<file path="src/rtl/tlb_ctrl.sv">
// TLB instruction controller: sequences SRCH/RD/WR/FILL/INV commands against the
// TLB search, read, write and invalidate ports, one command every three cycles.
module tlb_ctrl #(
  parameter int TLBNUM = 16,
  localparam int IW = $clog2(TLBNUM)
) (
  input  logic          clk,
  input  logic          resetn,
  input  logic          cmd_valid,
  output logic          cmd_ready,
  input  logic [2:0]    cmd_op,
  input  logic [4:0]    cmd_inv_op,
  input  logic [9:0]    cmd_asid,
  input  logic [18:0]   cmd_vppn,
  input  logic [IW+6:0] csr_idx,
  input  logic          csr_tlbr,
  input  logic [26:0]   csr_elo0,
  input  logic [26:0]   csr_elo1,
  output logic [18:0]   s_vppn,
  output logic [9:0]    s_asid,
  input  logic          s_found,
  input  logic [IW-1:0] s_index,
  output logic          invtlb_valid,
  output logic [4:0]    invtlb_op,
  output logic          we,
  output logic [IW-1:0] w_index,
  output logic [88:0]   w_entry,
  output logic [IW-1:0] r_index,
  input  logic [88:0]   r_entry,
  output logic          rsp_valid,
  output logic          rsp_found,
  output logic [IW-1:0] rsp_index,
  output logic [88:0]   rsp_entry,
  output logic          rsp_err
);

  typedef enum logic [1:0] {
    ST_IDLE = 2'd0,
    ST_EXEC = 2'd1,
    ST_RESP = 2'd2
  } state_t;

  localparam logic [2:0] OP_SRCH = 3'd0;
  localparam logic [2:0] OP_RD   = 3'd1;
  localparam logic [2:0] OP_WR   = 3'd2;
  localparam logic [2:0] OP_FILL = 3'd3;
  localparam logic [2:0] OP_INV  = 3'd4;

  state_t        state_r, state_nx_s;
  logic          accept_s;
  logic [2:0]    op_r;
  logic [4:0]    inv_op_r;
  logic [9:0]    asid_r;
  logic [18:0]   vppn_r;
  logic [IW+6:0] idx_r;
  logic          tlbr_r;
  logic [26:0]   elo0_r, elo1_r;
  logic [IW-1:0] fill_ptr_r;
  logic          exec_s;
  logic          rsp_found_nx_s;
  logic [IW-1:0] rsp_index_nx_s;
  logic [88:0]   rsp_entry_nx_s;
  logic          rsp_err_nx_s;

  assign accept_s = cmd_valid & (state_r == ST_IDLE);
  assign exec_s   = (state_r == ST_EXEC);

  // State register
  always_ff @(posedge clk or negedge resetn) begin
    if (!resetn) begin
      state_r <= ST_IDLE;
    end else begin
      state_r <= state_nx_s;
    end
  end

  // Next-state logic: every accepted command walks EXEC then RESP
  always_comb begin
    state_nx_s = state_r;
    case (state_r)
      ST_IDLE: begin
        if (cmd_valid) state_nx_s = ST_EXEC;
        else           state_nx_s = ST_IDLE;
      end
      ST_EXEC: state_nx_s = ST_RESP;
      ST_RESP: state_nx_s = ST_IDLE;
      default: state_nx_s = ST_IDLE;
    endcase
  end

  // FSM outputs; strobes derive from the state register so reset kills them at once
  always_comb begin
    cmd_ready    = (state_r == ST_IDLE);
    rsp_valid    = (state_r == ST_RESP);
    we           = exec_s & ((op_r == OP_WR) | (op_r == OP_FILL));
    invtlb_valid = exec_s & (op_r == OP_INV) & (inv_op_r <= 5'd6);
  end

  // Command capture at acceptance
  always_ff @(posedge clk or negedge resetn) begin
    if (!resetn) begin
      op_r     <= 3'd0;
      inv_op_r <= 5'd0;
      asid_r   <= 10'd0;
      vppn_r   <= 19'd0;
      idx_r    <= '0;
      tlbr_r   <= 1'b0;
      elo0_r   <= 27'd0;
      elo1_r   <= 27'd0;
    end else if (accept_s) begin
      op_r     <= cmd_op;
      inv_op_r <= cmd_inv_op;
      asid_r   <= cmd_asid;
      vppn_r   <= cmd_vppn;
      idx_r    <= csr_idx;
      tlbr_r   <= csr_tlbr;
      elo0_r   <= csr_elo0;
      elo1_r   <= csr_elo1;
    end
  end

  assign s_vppn    = vppn_r;
  assign s_asid    = asid_r;
  assign r_index   = idx_r[IW-1:0];
  assign invtlb_op = inv_op_r;
  assign w_index   = (op_r == OP_FILL) ? fill_ptr_r : idx_r[IW-1:0];
  // A refill exception forces the entry valid regardless of TLBIDX.NE
  assign w_entry   = {tlbr_r | ~idx_r[IW+6], vppn_r, idx_r[IW+5:IW], asid_r,
                      elo0_r[0] & elo1_r[0], elo0_r[26:1], elo1_r[26:1]};

  // Response values computed during EXEC
  always_comb begin
    rsp_found_nx_s = 1'b0;
    rsp_index_nx_s = '0;
    rsp_entry_nx_s = 89'd0;
    rsp_err_nx_s   = 1'b0;
    case (op_r)
      OP_SRCH: begin
        rsp_found_nx_s = s_found;
        if (s_found) rsp_index_nx_s = s_index;
        else         rsp_index_nx_s = '0;
      end
      OP_RD: begin
        if (r_entry[88]) rsp_entry_nx_s = r_entry;
        else             rsp_entry_nx_s = 89'd0;
      end
      OP_WR:   rsp_err_nx_s   = 1'b0;
      OP_FILL: rsp_index_nx_s = fill_ptr_r;
      OP_INV:  rsp_err_nx_s   = (inv_op_r > 5'd6);
      default: rsp_err_nx_s   = 1'b1;
    endcase
  end

  // Response registers, held until the next command's EXEC
  always_ff @(posedge clk or negedge resetn) begin
    if (!resetn) begin
      rsp_found <= 1'b0;
      rsp_index <= '0;
      rsp_entry <= 89'd0;
      rsp_err   <= 1'b0;
    end else if (exec_s) begin
      rsp_found <= rsp_found_nx_s;
      rsp_index <= rsp_index_nx_s;
      rsp_entry <= rsp_entry_nx_s;
      rsp_err   <= rsp_err_nx_s;
    end
  end

  // Round-robin FILL pointer
  always_ff @(posedge clk or negedge resetn) begin
    if (!resetn) begin
      fill_ptr_r <= '0;
    end else if (exec_s && (op_r == OP_FILL)) begin
      if (fill_ptr_r == IW'(TLBNUM - 1)) fill_ptr_r <= '0;
      else                               fill_ptr_r <= fill_ptr_r + IW'(1);
    end
  end

endmodule

</file>
<file path="config.mk">
export PLATFORM = sky130hd
export DESIGN_NAME = tlb_ctrl
export DESIGN_NICKNAME = d
export VERILOG_FILES = /design/src/rtl/tlb_ctrl.sv
export SDC_FILE = /design/constraint.sdc
export NUM_CORES = 1
export LEC_CHECK = 0
export BUFFER_PORTS_ARGS = -buffer_cell sky130_fd_sc_hd__buf_2
export CAP_MARGIN = 15
export CORE_AREA = 2 2 165 167
export CTS_CLUSTER_SIZE = 24
export DETAILED_ROUTE_END_ITERATION = 7
export DIE_AREA = 0 0 167 169
export PLACE_DENSITY_LB_ADDON = 0.1
export SKIP_CTS_REPAIR_TIMING = 1
export SLEW_MARGIN = 10
export SYNTH_ARGS = -nofsm -noshare
export SYNTH_HDL_FRONTEND = slang
export SYNTH_SLANG_ARGS = --single-unit
</file>
<file path="constraint.sdc">
create_clock -name clk -period 2.1 [get_ports clk]
set_clock_uncertainty 0.1 [all_clocks]
set_input_delay 0.105 -clock clk [delete_from_list [all_inputs] [get_ports clk]]
set_output_delay 0.105 -clock clk [all_outputs]
set_load 0.005 [all_outputs]
</file>
==> summary.txt <==
Setup path
  • Crit path cell chain: or4_4 -> a31oi_4 -> and3_1 -> buf_2
  • Slowest stage delay, CP: 0.55 ns
  • Crit path capture type: output pin
  • Worst Setup Start Kind: register
  • Worst Path Buf+Inv: 1
  • Delay-heaviest family, CP: simple AND/OR/NAND/NOR gates
  • Data arrival time of the critical path: 1.90 ns
  • Crit Path Category: reg -> out
  • Worst-path maximum fanout: 3
  • R2r worst-path depth: 6
  • CP max stage cell: or4_4
  • Worst reg2reg path endpoint: rsp_index[1]$_DFFE_PN0N_
  • Setup slack, reg-to-reg: 0.18 ns
  • Reg-to-reg startpoint: op_r[1]$_DFFE_PN0P_
  • Worst EP required: 1.89 ns

Timing
  • Fmax: 0.4753 GHz
  • Final period util: 100.2%
  • Worst-Margin Slew: 0.4999 ns
  • Min Tclk post-route: 2.104 ns
  • Unrepaired setup endpoints after global routing: true
  • Count of final hold-check violations: 0
  • Hold_ws: 0.05403 ns
  • Final setup vio count: 1
  • Worst slew margin: 66.67%
  • Setup slack after layout: -0.004049 ns
  • Fin. max-slew vios: 0

Pwr
  • Max rail drop VDD: 0.0006343 V
  • Comb pwr share: 23.8%
  • Internal power: 8.739 mW
  • Sequential share of power: 42.8%
  • Sw Share: 26.90%
  • PD cells: 918.5 nW/um2
  • Switch Pwr: 3.216 mW
  • Final Power: 11.96 mW
  • Clock share of power: 33.5%
  • Leak Pwr: 6.585 nW

Die
  • Die area: 28220 um2
  • Ports: 430
  • Die Ht: 169 um
  • Die Wd: 167 um
  • Starting Density: 31.08%
  • Core Box Area: 26500 um2
  • Cell Rows: 60

Synth
  • Post-synthesis cell type count: 26
  • Post-Syn Instances: 573
  • Synth warnings: 0
  • Synthesized area per cell: 14.37 um2
  • Largest cells by area after synthesis: dfrtp_1 62%, mux2_2 15%, a22o_1 9.4%
  • Number of synthesized register bits: 204
  • Yosys top cell by area: dfrtp_1
  • Mapped Area: 8235 um2
  • Yosys top cell area share: 61.99%
  • Syn Nets: 774
  • Post-synthesis sequential area ratio: 61.99%

Placed design
  • Port buffer count: 429
  • Final GP Congestion: 0.7312
  • Placed Area: 10180 um2
  • Post-DP HPWL: 16.75 mm
  • Placed cell count: 1234

Route
  • Drt drc: 0
  • Routed WL: 25.20 mm
  • Vias: 6585
  • Initial DRT Pass Iterations: 4
  • Drt first-iter violations: 322
  • Average wire per standard cell: 17.04 um
  • Final ANT Viol Nets: 0
  • Vias/cell: 4.452

Final layout
  • Final layout net count: 1325
  • Post-layout instance area: 13020 um2
  • Multi-input gate area: 2321 um2
  • Antenna diodes: 0
  • Share of cells above drive strength 1: 52.64%
  • Number of filler cells placed in the layout: 2451
  • Finished Layout Cells: 1479
  • Area growth, synth to finish: 58.05%
  • Storage cell area: 5106 um2

Clock tree
  • Inserted Clock Buffers: 25
  • CTS max path bufs: 3
  • Clk_lat worst skew: 0.50 ns
  • H-tree Lvls: 1
  • TritonCTS clock tree: yes
  • Sink Count: 204
  • Clock slew at reported path FFs: 0.06 ns
  • CTS root buf: clkbuf_16

Min path
  • Type of the worst min-delay path: in -> async

Global routing
  • Total track usage: 15.65%
  • GR Overflow Total: 0
  • Number of global-route vias before repair: 5916
  • First-pass GRT wire length: 35.15 mm
  • Initial antenna violation count: 1
  • Largest net degree at the start of global routing: 98

Job
  • Max-Cap Viols: 0

Status
  • Status: complete, but fails checks
  • Failing checks: setup timing
## logic make-up after synthesis
group / synth area share, %
muxes: 14.90
AOI/OAI and AO/OA: 10.67
xor gates and xnor gates: 0.1064
adders and majority gates: 0.1519
and+or+nand+nor: 1.975
DFF: 61.99
buffers and inverters: 10.21
## stage by stage
stage / setup slack, ns / setup TNS, ns / utilization [%]
finish: -0.004049 / -0.004049 / 49.12
global route: -0.08270 / -0.1073 / 49.12
CTS: -0.1689 / -0.1689 / 41.27
detailed placement: 0.3018 / 0 / 38.41
global placement: 0.2957 / 0 / 38.41
floorplan: 0.3365 / 0 / -
## layer usage
layer	GRT usage [%]	vias to the layer above	wire (um)
li1	-	3070	-
met1	18.30	3223	9693
met2	27.30	239	13110
met3	5.144	51	1649
met4	4.873	2	731
met5	0	-	13
## state kept, by name, indices dropped and copies added, names as in the netlist, 5 cells and up
signal and cells:
elo0_r 27, elo1_r 27, idx_r 11, invtlb_op 5, rsp_entry 89, s_asid 10, s_vppn 19
## worst max-delay path by stage
stage / startpoint / endpoint / slack, ns / depth (start not counted)
after floorplan: state_r[1]$_DFF_PN0_ / elo0_r[0]$_DFFE_PN0P_ / 0.34 / 6
after global placement: state_r[0]$_DFF_PN0_ / s_vppn[4]$_DFFE_PN0P_ / 0.30 / 4
after detailed placement: state_r[0]$_DFF_PN0_ / elo0_r[16]$_DFFE_PN0P_ / 0.30 / 4
after CTS: op_r[1]$_DFFE_PN0P_ / invtlb_valid / -0.17 / 4
after global routing: invtlb_op[3]$_DFFE_PN0P_ / invtlb_valid / -0.08 / 4
final: invtlb_op[3]$_DFFE_PN0P_ / invtlb_valid / -0.004 / 4
## Yosys cell counts
cell type / instances
dfrtp_1: 204
mux2_2: 109
buf_4: 92
a22o_1: 88
buf_2: 21
nand2_1: 10
clkbuf_1: 8
o21ai_0: 7
a31oi_1: 4
a32oi_1: 4
and2_1: 4
buf_1: 3
nand2b_1: 3
nor2_1: 3
and3_1: 2
a21o_1: 1
a21oi_1: 1
ha_1: 1
inv_1: 1
nand3_1: 1
nor2b_1: 1
nor3b_1: 1
nor4_4: 1
or4_1: 1
or4b_2: 1
xnor2_1: 1
## power groups by stage
stage | sequential, mW | clock [mW] | combinational (mW)
global placement | 5.18 | 0 | 2.50
detailed placement | 5.18 | 0 | 2.50
finish | 5.11 | 4.00 | 2.84
floorplan | 5.12 | 0 | 1.69
CTS | 5.12 | 4.16 | 2.51
global route | 5.22 | 4.33 | 3.08
## area by class of cell
cell class	count	share of cell area, %
timing repair buffer	648	33.81
inverter	1	0.02884
multi-input combinational	244	17.83
sequential	204	39.23
clock inverter	2	0.07690
tap	341	3.278
clock buffer	39	5.748
## cell usage in the layout, fill, tap and decap left out, types with 2 or more instances in the layout
master and instances:
clkinv_2 2, nand2_1 10, dfrtp_1 203, a31oi_1 3, dlygate4sd3_1 200, buf_12 5
and2_1 3, clkbuf_8 8, and3_1 2, mux2_2 109, clkbuf_1 7, a22o_1 88
clkbuf_16 26, nor2_1 3, o21ai_0 7, buf_4 12, a32oi_1 4, buf_2 428
## worst reg2reg max path, stage by stage (launching register included)
cell and delay (ns):
dfrtp_2 0.41, buf_4 0.16, and2_1 0.16, buf_4 0.17
a32oi_1 0.16, dlygate4sd3_1 0.57, o21ai_0 0.07
Note: power is estimated with default switching activity, not from simulation.
